===== src/rtl/uart_pkg.sv =====
`default_nettype none
// ============================================================================
// Module   : uart_pkg
// Brief    : Shared constants and FSM encoding for the UART register arbiter.
// Revision : 1.0 - initial release
// ============================================================================
package uart_pkg;

    // Register map of uart_registers
    localparam int unsigned UART_STAT_ADDR = 0;
    localparam int unsigned UART_CTRL_ADDR = 1;
    localparam int unsigned UART_TX_ADDR   = 2;
    localparam int unsigned UART_RX_ADDR   = 3;

    // Requester 0 = host CPU bus, requester 1 = debug/loader port
    localparam int unsigned NUM_REQ = 2;

    typedef enum logic [1:0] {
        IDLE   = 2'd0,
        ACCESS = 2'd1,
        RESP   = 2'd2
    } arb_state_e;

endpackage
`default_nettype wire


===== src/rtl/uart_rr_arbiter.sv =====
`default_nettype none
// ============================================================================
// Module   : uart_rr_arbiter
// Brief    : Two-input round-robin select with last-grant pointer. With
//            UART_ARB_FIXED_PRIO_EN defined, requester 0 always wins and the
//            pointer is not built.
// Revision : 1.0 - initial release
// ============================================================================
module uart_rr_arbiter
    import uart_pkg::*;
(
    input  logic               clk_i,
    input  logic               rst_ni,
    input  logic [NUM_REQ-1:0] req_i,
    input  logic               adv_i,
    output logic [NUM_REQ-1:0] gnt_o
);

`ifdef UART_ARB_FIXED_PRIO_EN
    // Clock, reset and advance have no purpose without a pointer
    logic w_unused;
    assign w_unused = ^{clk_i, rst_ni, adv_i};

    // Requester 0 always has priority
    always_comb begin
        gnt_o = '0;
        if (req_i[0]) begin
            gnt_o = 2'b01;
        end else if (req_i[1]) begin
            gnt_o = 2'b10;
        end
    end
`else
    logic ptr_q;
    logic ptr_d;

    // On a tie the requester that did not win last time is selected
    always_comb begin
        gnt_o = '0;
        ptr_d = ptr_q;
        case (req_i)
            2'b01:   gnt_o = 2'b01;
            2'b10:   gnt_o = 2'b10;
            2'b11:   gnt_o = ptr_q ? 2'b01 : 2'b10;
            default: gnt_o = '0;
        endcase
        if (adv_i && (|req_i)) begin
            ptr_d = gnt_o[1];
        end
    end

    // Pointer resets to 1 so requester 0 wins the first tie
    always_ff @(posedge clk_i or negedge rst_ni) begin
        if (!rst_ni) begin
            ptr_q <= 1'b1;
        end else begin
            ptr_q <= ptr_d;
        end
    end
`endif

endmodule
`default_nettype wire


===== src/rtl/uart_reg_arbiter.sv =====
`default_nettype none
// ============================================================================
// Module   : uart_reg_arbiter
// Brief    : Serialises host CPU and debug/loader accesses onto the single
//            CPU port of uart_registers. IDLE -> ACCESS -> RESP sequence,
//            one strobe cycle per access, read data captured pre-clear.
//            Build option: UART_ARB_FIXED_PRIO_EN selects fixed priority
//            (requester 0 wins) instead of round-robin.
// Revision : 1.0 - initial release
// ============================================================================
module uart_reg_arbiter
    import uart_pkg::*;
#(
    parameter int ADDR_WIDTH = 2,
    parameter int DATA_WIDTH = 32,
    parameter int REG_COUNT  = 4
) (
    input  logic                            clk_i,
    input  logic                            rst_ni,
    input  logic [NUM_REQ-1:0]              req_i,
    input  logic [NUM_REQ-1:0]              we_i,
    input  logic [NUM_REQ*ADDR_WIDTH-1:0]   addr_i,
    input  logic [NUM_REQ*DATA_WIDTH-1:0]   wdata_i,
    output logic [NUM_REQ-1:0]              gnt_o,
    output logic [NUM_REQ-1:0]              rvalid_o,
    output logic [DATA_WIDTH-1:0]           rdata_o,
    output logic [ADDR_WIDTH-1:0]           cpu_addr_o,
    output logic [DATA_WIDTH-1:0]           cpu_data_o,
    output logic                            wr_en_cpu_o,
    output logic                            rd_en_cpu_o,
    input  logic [REG_COUNT*DATA_WIDTH-1:0] reg_data_i
);

    arb_state_e state_q;
    arb_state_e state_d;
    logic       w_sample;

    logic [NUM_REQ-1:0]    w_win;
    logic                  w_we;
    logic [ADDR_WIDTH-1:0] w_addr;
    logic [DATA_WIDTH-1:0] w_wdata;
    logic [DATA_WIDTH-1:0] w_regs [REG_COUNT];

    logic [NUM_REQ-1:0]    gnt_q;
    logic [NUM_REQ-1:0]    rvalid_q;
    logic [DATA_WIDTH-1:0] rdata_q;
    logic [ADDR_WIDTH-1:0] cpu_addr_q;
    logic [DATA_WIDTH-1:0] cpu_data_q;
    logic                  wr_en_q;
    logic                  rd_en_q;

    uart_rr_arbiter u_arb (
        .clk_i  (clk_i),
        .rst_ni (rst_ni),
        .req_i  (req_i),
        .adv_i  (w_sample),
        .gnt_o  (w_win)
    );

    // Flattened register-file read bus viewed as an array
    for (genvar i = 0; i < REG_COUNT; i++) begin : g_unpack
        assign w_regs[i] = reg_data_i[i*DATA_WIDTH +: DATA_WIDTH];
    end

    // Winner's request fields
    always_comb begin
        w_we    = w_win[1] ? we_i[1] : we_i[0];
        w_addr  = w_win[1] ? addr_i[2*ADDR_WIDTH-1:ADDR_WIDTH]
                           : addr_i[ADDR_WIDTH-1:0];
        w_wdata = w_win[1] ? wdata_i[2*DATA_WIDTH-1:DATA_WIDTH]
                           : wdata_i[DATA_WIDTH-1:0];
    end

    // Next state; requests are only looked at in IDLE and RESP
    always_comb begin
        state_d  = state_q;
        w_sample = 1'b0;
        case (state_q)
            IDLE: begin
                if (|req_i) begin
                    w_sample = 1'b1;
                    state_d  = ACCESS;
                end
            end
            ACCESS: begin
                state_d = RESP;
            end
            RESP: begin
                if (|req_i) begin
                    w_sample = 1'b1;
                    state_d  = ACCESS;
                end else begin
                    state_d = IDLE;
                end
            end
            default: begin
                state_d = IDLE;
            end
        endcase
    end

    // State register
    always_ff @(posedge clk_i or negedge rst_ni) begin
        if (!rst_ni) begin
            state_q <= IDLE;
        end else begin
            state_q <= state_d;
        end
    end

    // Strobes/grant launched on entry to ACCESS; completion and read capture
    // at the end of ACCESS, on the same edge the register file clears status
    always_ff @(posedge clk_i or negedge rst_ni) begin
        if (!rst_ni) begin
            gnt_q      <= '0;
            rvalid_q   <= '0;
            rdata_q    <= '0;
            cpu_addr_q <= '0;
            cpu_data_q <= '0;
            wr_en_q    <= 1'b0;
            rd_en_q    <= 1'b0;
        end else begin
            gnt_q    <= '0;
            wr_en_q  <= 1'b0;
            rd_en_q  <= 1'b0;
            rvalid_q <= '0;
            if (w_sample) begin
                gnt_q      <= w_win;
                cpu_addr_q <= w_addr;
                cpu_data_q <= w_we ? w_wdata : '0;
                wr_en_q    <= w_we;
                rd_en_q    <= ~w_we;
            end
            if (state_q == ACCESS) begin
                rvalid_q <= gnt_q;
                if (rd_en_q) begin
                    rdata_q <= w_regs[cpu_addr_q];
                end
            end
        end
    end

    assign gnt_o       = gnt_q;
    assign rvalid_o    = rvalid_q;
    assign rdata_o     = rdata_q;
    assign cpu_addr_o  = cpu_addr_q;
    assign cpu_data_o  = cpu_data_q;
    assign wr_en_cpu_o = wr_en_q;
    assign rd_en_cpu_o = rd_en_q;

endmodule
`default_nettype wire


===== config.mk =====
export PLATFORM = sky130hd
export DESIGN_NAME = uart_reg_arbiter
export DESIGN_NICKNAME = d
export VERILOG_FILES = /design/src/rtl/uart_pkg.sv /design/src/rtl/uart_rr_arbiter.sv /design/src/rtl/uart_reg_arbiter.sv
export SDC_FILE = /design/constraint.sdc
export NUM_CORES = 1
export LEC_CHECK = 0
export ABC_CLOCK_PERIOD_IN_PS = 2000
export CAP_MARGIN = 20
export CORE_AREA = 3 3 109 111
export DETAILED_ROUTE_END_ITERATION = 6
export DIE_AREA = 0 0 112 114
export PLACE_DENSITY = 0.84
export SLEW_MARGIN = 25
export SYNTH_ARGS = -nofsm -noshare
export SYNTH_HDL_FRONTEND = slang
export SYNTH_SLANG_ARGS = --single-unit

===== constraint.sdc =====
create_clock -name clk_i -period 2 [get_ports clk_i]
set_clock_uncertainty 0.15 [all_clocks]
set_input_delay 0.5 -clock clk_i [delete_from_list [all_inputs] [get_ports clk_i]]
set_output_delay 0.5 -clock clk_i [all_outputs]
set_load 0.01 [all_outputs]

### Word level (Yosys, flattened, before mapping)

Cells that the tools add are included.

* order comparisons: 1
* equality and inequality tests: 6
* muxes and demuxes: 18
* bitwise gates (word level): 2
* reductions and logical operators: 5

Operators with widths (count)
* $mux 32: 4
* $bmux 32 s2: 1
* $pmux 2 s3: 2
* $mux 2: 5
* $eq 2x2->1 const B: 3
* $mux 1: 6
* $eq 2x1->1 const B: 2
* $reduce_or 2->1: 2
* $ge 3x3->1 const B: 1
* $not 2->3: 1
* $logic_not 2->1: 1
* $ne 2x2->1 const B: 1
* $reduce_and 2->1: 1
* $logic_and 1x1->1: 1
* $not 1->1: 1

* register bits: 75
* bits of input ports: 202
* output and inout bits: 72
* logic and storage cells: 41

### Logic depth before layout (Yosys ltp)

* depth in word-level cells: 5
* depth in mapped cells: 5
* mapped depth without buffers: 3

### Modules after synthesis

Synthesis repeated with hierarchy kept, for this count alone.

* cell total of the unflattened synthesis: 352
* area, all modules: 4007.6 µm²

By module, submodules not included
* uart_reg_arbiter: times used 1, cells each 346, area an instance 3951.3 µm², seq. area each 1851.8 µm²
* uart_rr_arbiter: times used 1, cells each 6, area an instance 56.3 µm², seq. area each 26.3 µm²

### Worst setup path after synthesis

No wires, ideal clock.

* path kind: register to register
* start: register cpu_addr_q[0], in the netlist cpu_addr_o[0]
* end: register rdata_q[10], in the netlist rdata_o[10]
* library setup time: 125 ps
* arrival time: 1450 ps
* data required time: 1725 ps
* path slack: 275 ps
* stages on the path, launching flop included: 5
* cell sequence: dfrtp_1 -> buf_6 -> buf_6 -> mux4_2 -> mux2_2

* word-level cells in the longest chain between the ends: 4

Ends and longest elaborated chain
* start: declaration: RTL line uart_reg_arbiter.sv:47 `logic [ADDR_WIDTH-1:0] cpu_addr_q;`
* start signal: assignment: RTL line uart_reg_arbiter.sv:129 `cpu_addr_q <= w_addr;`
* $not 2->3 (not written as such): RTL line uart_reg_arbiter.sv:137 `rdata_q <= w_regs[cpu_addr_q];`
* $bmux 32 s2: RTL line uart_reg_arbiter.sv:137
* $mux 32 (not written as such) (2 in series): RTL line uart_reg_arbiter.sv:137
* end signal: assignment: RTL line uart_reg_arbiter.sv:137
* end: declaration: RTL line uart_reg_arbiter.sv:46 `logic [DATA_WIDTH-1:0] rdata_q;`

Every way passes these cells. The select of a mux whose other input is x is not followed.
A chain may end at the register's enable or synchronous reset.

### Worst setup path after layout

* start: register cpu_data_q[12], in the netlist cpu_data_o[12]
* end: output port cpu_data_o[12]

RTL lines
* start: declaration: RTL line uart_reg_arbiter.sv:48 `logic [DATA_WIDTH-1:0] cpu_data_q;`
* start signal: assignment: RTL line uart_reg_arbiter.sv:130 `cpu_data_q <= w_we ? w_wdata : '0;`
* end: declaration: RTL line uart_reg_arbiter.sv:28 `output logic [DATA_WIDTH-1:0] cpu_data_o,`

No word-level cell between the ends.

==> run metrics <==
status complete, no violations; shortest period the worst path allows 1940 ps; largest net degree at the start of global routing 34; final setup margin 61.7 ps; Placed Area 0.00683 mm²; Via Count 3,549; WHS Path Cells 2; Critical Path End Type output port; syn avg cell area 13.6 µm²; Max-slew headroom 0.736; DIE AREA 0.0128 mm²; number of diodes 0; DP HPWL 10,800 µm; Reg clk slew, reported paths 80 ps; most common library cell in the layout ignoring fill and taps clkdlybuf4s50_1; CP max stage delay 590 ps; initial antenna violation count 0; Synth area leader dfrtp_1; Die Width 112 µm; CP bufs+invs 1; worst slew pin tran 396 ps; total grt overflow 0; max cap viols 0; Post-DRT Antenna Nets 0; Hold WS 337 ps; DRT iter0 DRCs 208; first-pass GRT wire length 20,800 µm; HP Class reg2reg; Max VDD drop 0.000545 V; final cell count without fillers 707; Clock Sinks 75; final RePlAce weighted congestion 0.857; sequential area share after synthesis 0.487; Mapped Area 0.00386 mm²; number of global-route vias before repair 3,946; Worst R2R Start cpu_addr_o[0]; WL final 13,300 µm; initial core utilization 0.354; Max Freq 516 MHz; Gate power share 0.459; Yosys reg bits 75; # setup viols final 0; Max clock buf depth 2; routed length per instance 18.8 µm; core area 0.0109 mm²; Hold Startpoint cpu_data_o[18]; CP delay by family, top buffers and inverters; drt drc 0; CP max FO 2; worst-skew pair later-pin latency 350 ps; slowest stage cell on the critical path clkdlybuf4s50_1; Pleak 2.92 nW; post-route cell area 0.00703 mm²; crit path from cpu_data_o[12]; Fillers 825; sw power 1.83 mW; RSZ-0062 raised after global routing no; worst r2r dst rdata_o[23]; Synth top area share 0.480; P&R area growth vs syn 82.2%; layout cells sized above 1 0.178; worst reg2reg path depth 3; first drt pass iteration count 5; Setup Fix Bufs, Post-CTS 0; port bufs 273; Num CTS Buffers 9; clock network power share 0.175; final total power 6.13 mW; Final Hold Fails 0; worst slack at placement -161 ps; total negative slack 0 ps; CTS tree yes; nets@finish 764; I/O pin cnt 274; pwr dens 872 mW/mm²; ranking of synthesized cells by area dfrtp_1, mux4_2, mux2_2, mux2i_1, nand2_1; synth unique cells 24; Hold Path Sink cpu_data_o[18]; Total Routing Usage GR 0.209; cell count after placement 690; Worst setup SP type flop; clk root buf clkbuf_8; switching part of the total power 0.298; Vias/cell 5.02; Synth Warn # 0; Post-Syn Instances 284; worst reg2reg setup slack 200 ps; critical path class reg2out; WP data arrival 1290 ps; crit share post-route 0.969; crit path cell chain clkdlybuf4s50_1; H-tree depth 3; P_int 4.30 mW; worst path required time 1350 ps; syn nets 486; Core Util, Final 0.645; Final Max Tran Viols 0; most frequent cells in the layout clkdlybuf4s50_1, dfrtp_1, nand2_1; sequential power share 0.366; Core Rows 38; Die Span Y 114 µm
## how the worst max path moves through the flow
stage | endpoint | slack (ps) | cells past startpoint
final | cpu_data_o[12] | 60 | 1
after global routing | cpu_data_o[13] | 5 | 1
after CTS | cpu_addr_o[0] | 0.7 | 1
after global placement | cpu_data_o[0] | -70 | 5
after floorplan | rdata_o[10] | 270 | 4
after detailed placement | cpu_data_o[10] | -160 | 5
## layer usage
| layer | GRT usage | part of all wire | up-vias |
|---|---|---|---|
| met1 | 0.233 | 0.37 | 1717 |
| met4 | 0.0665 | 0.017 | 0 |
| met2 | 0.373 | 0.51 | 211 |
| met5 | 0 | 0 | - |
| met3 | 0.0743 | 0.10 | 20 |
| li1 | - | - | 1601 |
## cell type report
class	instances	area (µm²)	area share
inverter	2	7.51	0.00107
tap	140	175	0.0249
clock inverter	5	27.5	0.00392
sequential	75	1880	0.267
multi-input combinational	185	1850	0.263
timing repair buffer	289	2940	0.418
clock buffer	11	151	0.0215
## cells by family (layout without fill, tap and decap cells)
logic type	count (synthesis)	in the layout	synth area share
buf+inv	24	307	0.0379
flops	75	75	0.487
compound gates	40	40	0.0568
simple gates	47	47	0.0500
mux	98	98	0.368
## synth_stat cells, drive strengths merged
master,count
dfrtp,74
nand2,39
o21ai,35
mux2i,34
mux2,32
mux4,32
buf,15
clkbuf,7
and2,2
inv,2
nor2,2
nor2b,2
a21boi,1
a21o,1
a21oi,1
a32oi,1
and2b,1
dfstp,1
nand2b,1
o21bai,1
## worst min-delay path, delay by kind of cell, from the launching register on
family	cells	cell delay [ps]
AO/OA/AOI/OAI	1	60
flip-flops	1	350
AND/OR/NAND/NOR	1	50
## sequential cells by signal (all words and copies together) (netlist names)
register     count
wr_en_cpu_o      1
cpu_addr_o       2
cpu_data_o      32
u_arb.ptr_q      1
state_q          2
rdata_o         32
rd_en_cpu_o      1
rvalid_o         2
gnt_o            2
## repair_timing
item | CTS | global route
hold buffers | 1 | 0
resized for setup | 0 | 4
hold endpoints to repair | 25 | 0
endpoints found under the setup margin | 0 | 4
## power groups by stage
stage | combinational (mW) | sequential (mW) | clock (mW)
2_1_floorplan | 0.983 | 2.47 | 0
3_3_place_gp | 2.79 | 2.25 | 0
3_5_place_dp | 2.85 | 2.27 | 0
4_1_cts | 2.86 | 2.24 | 1.11
5_1_grt | 3.00 | 2.30 | 1.18
6_report | 2.81 | 2.24 | 1.07
Note: power is estimated with default switching activity, not from simulation.
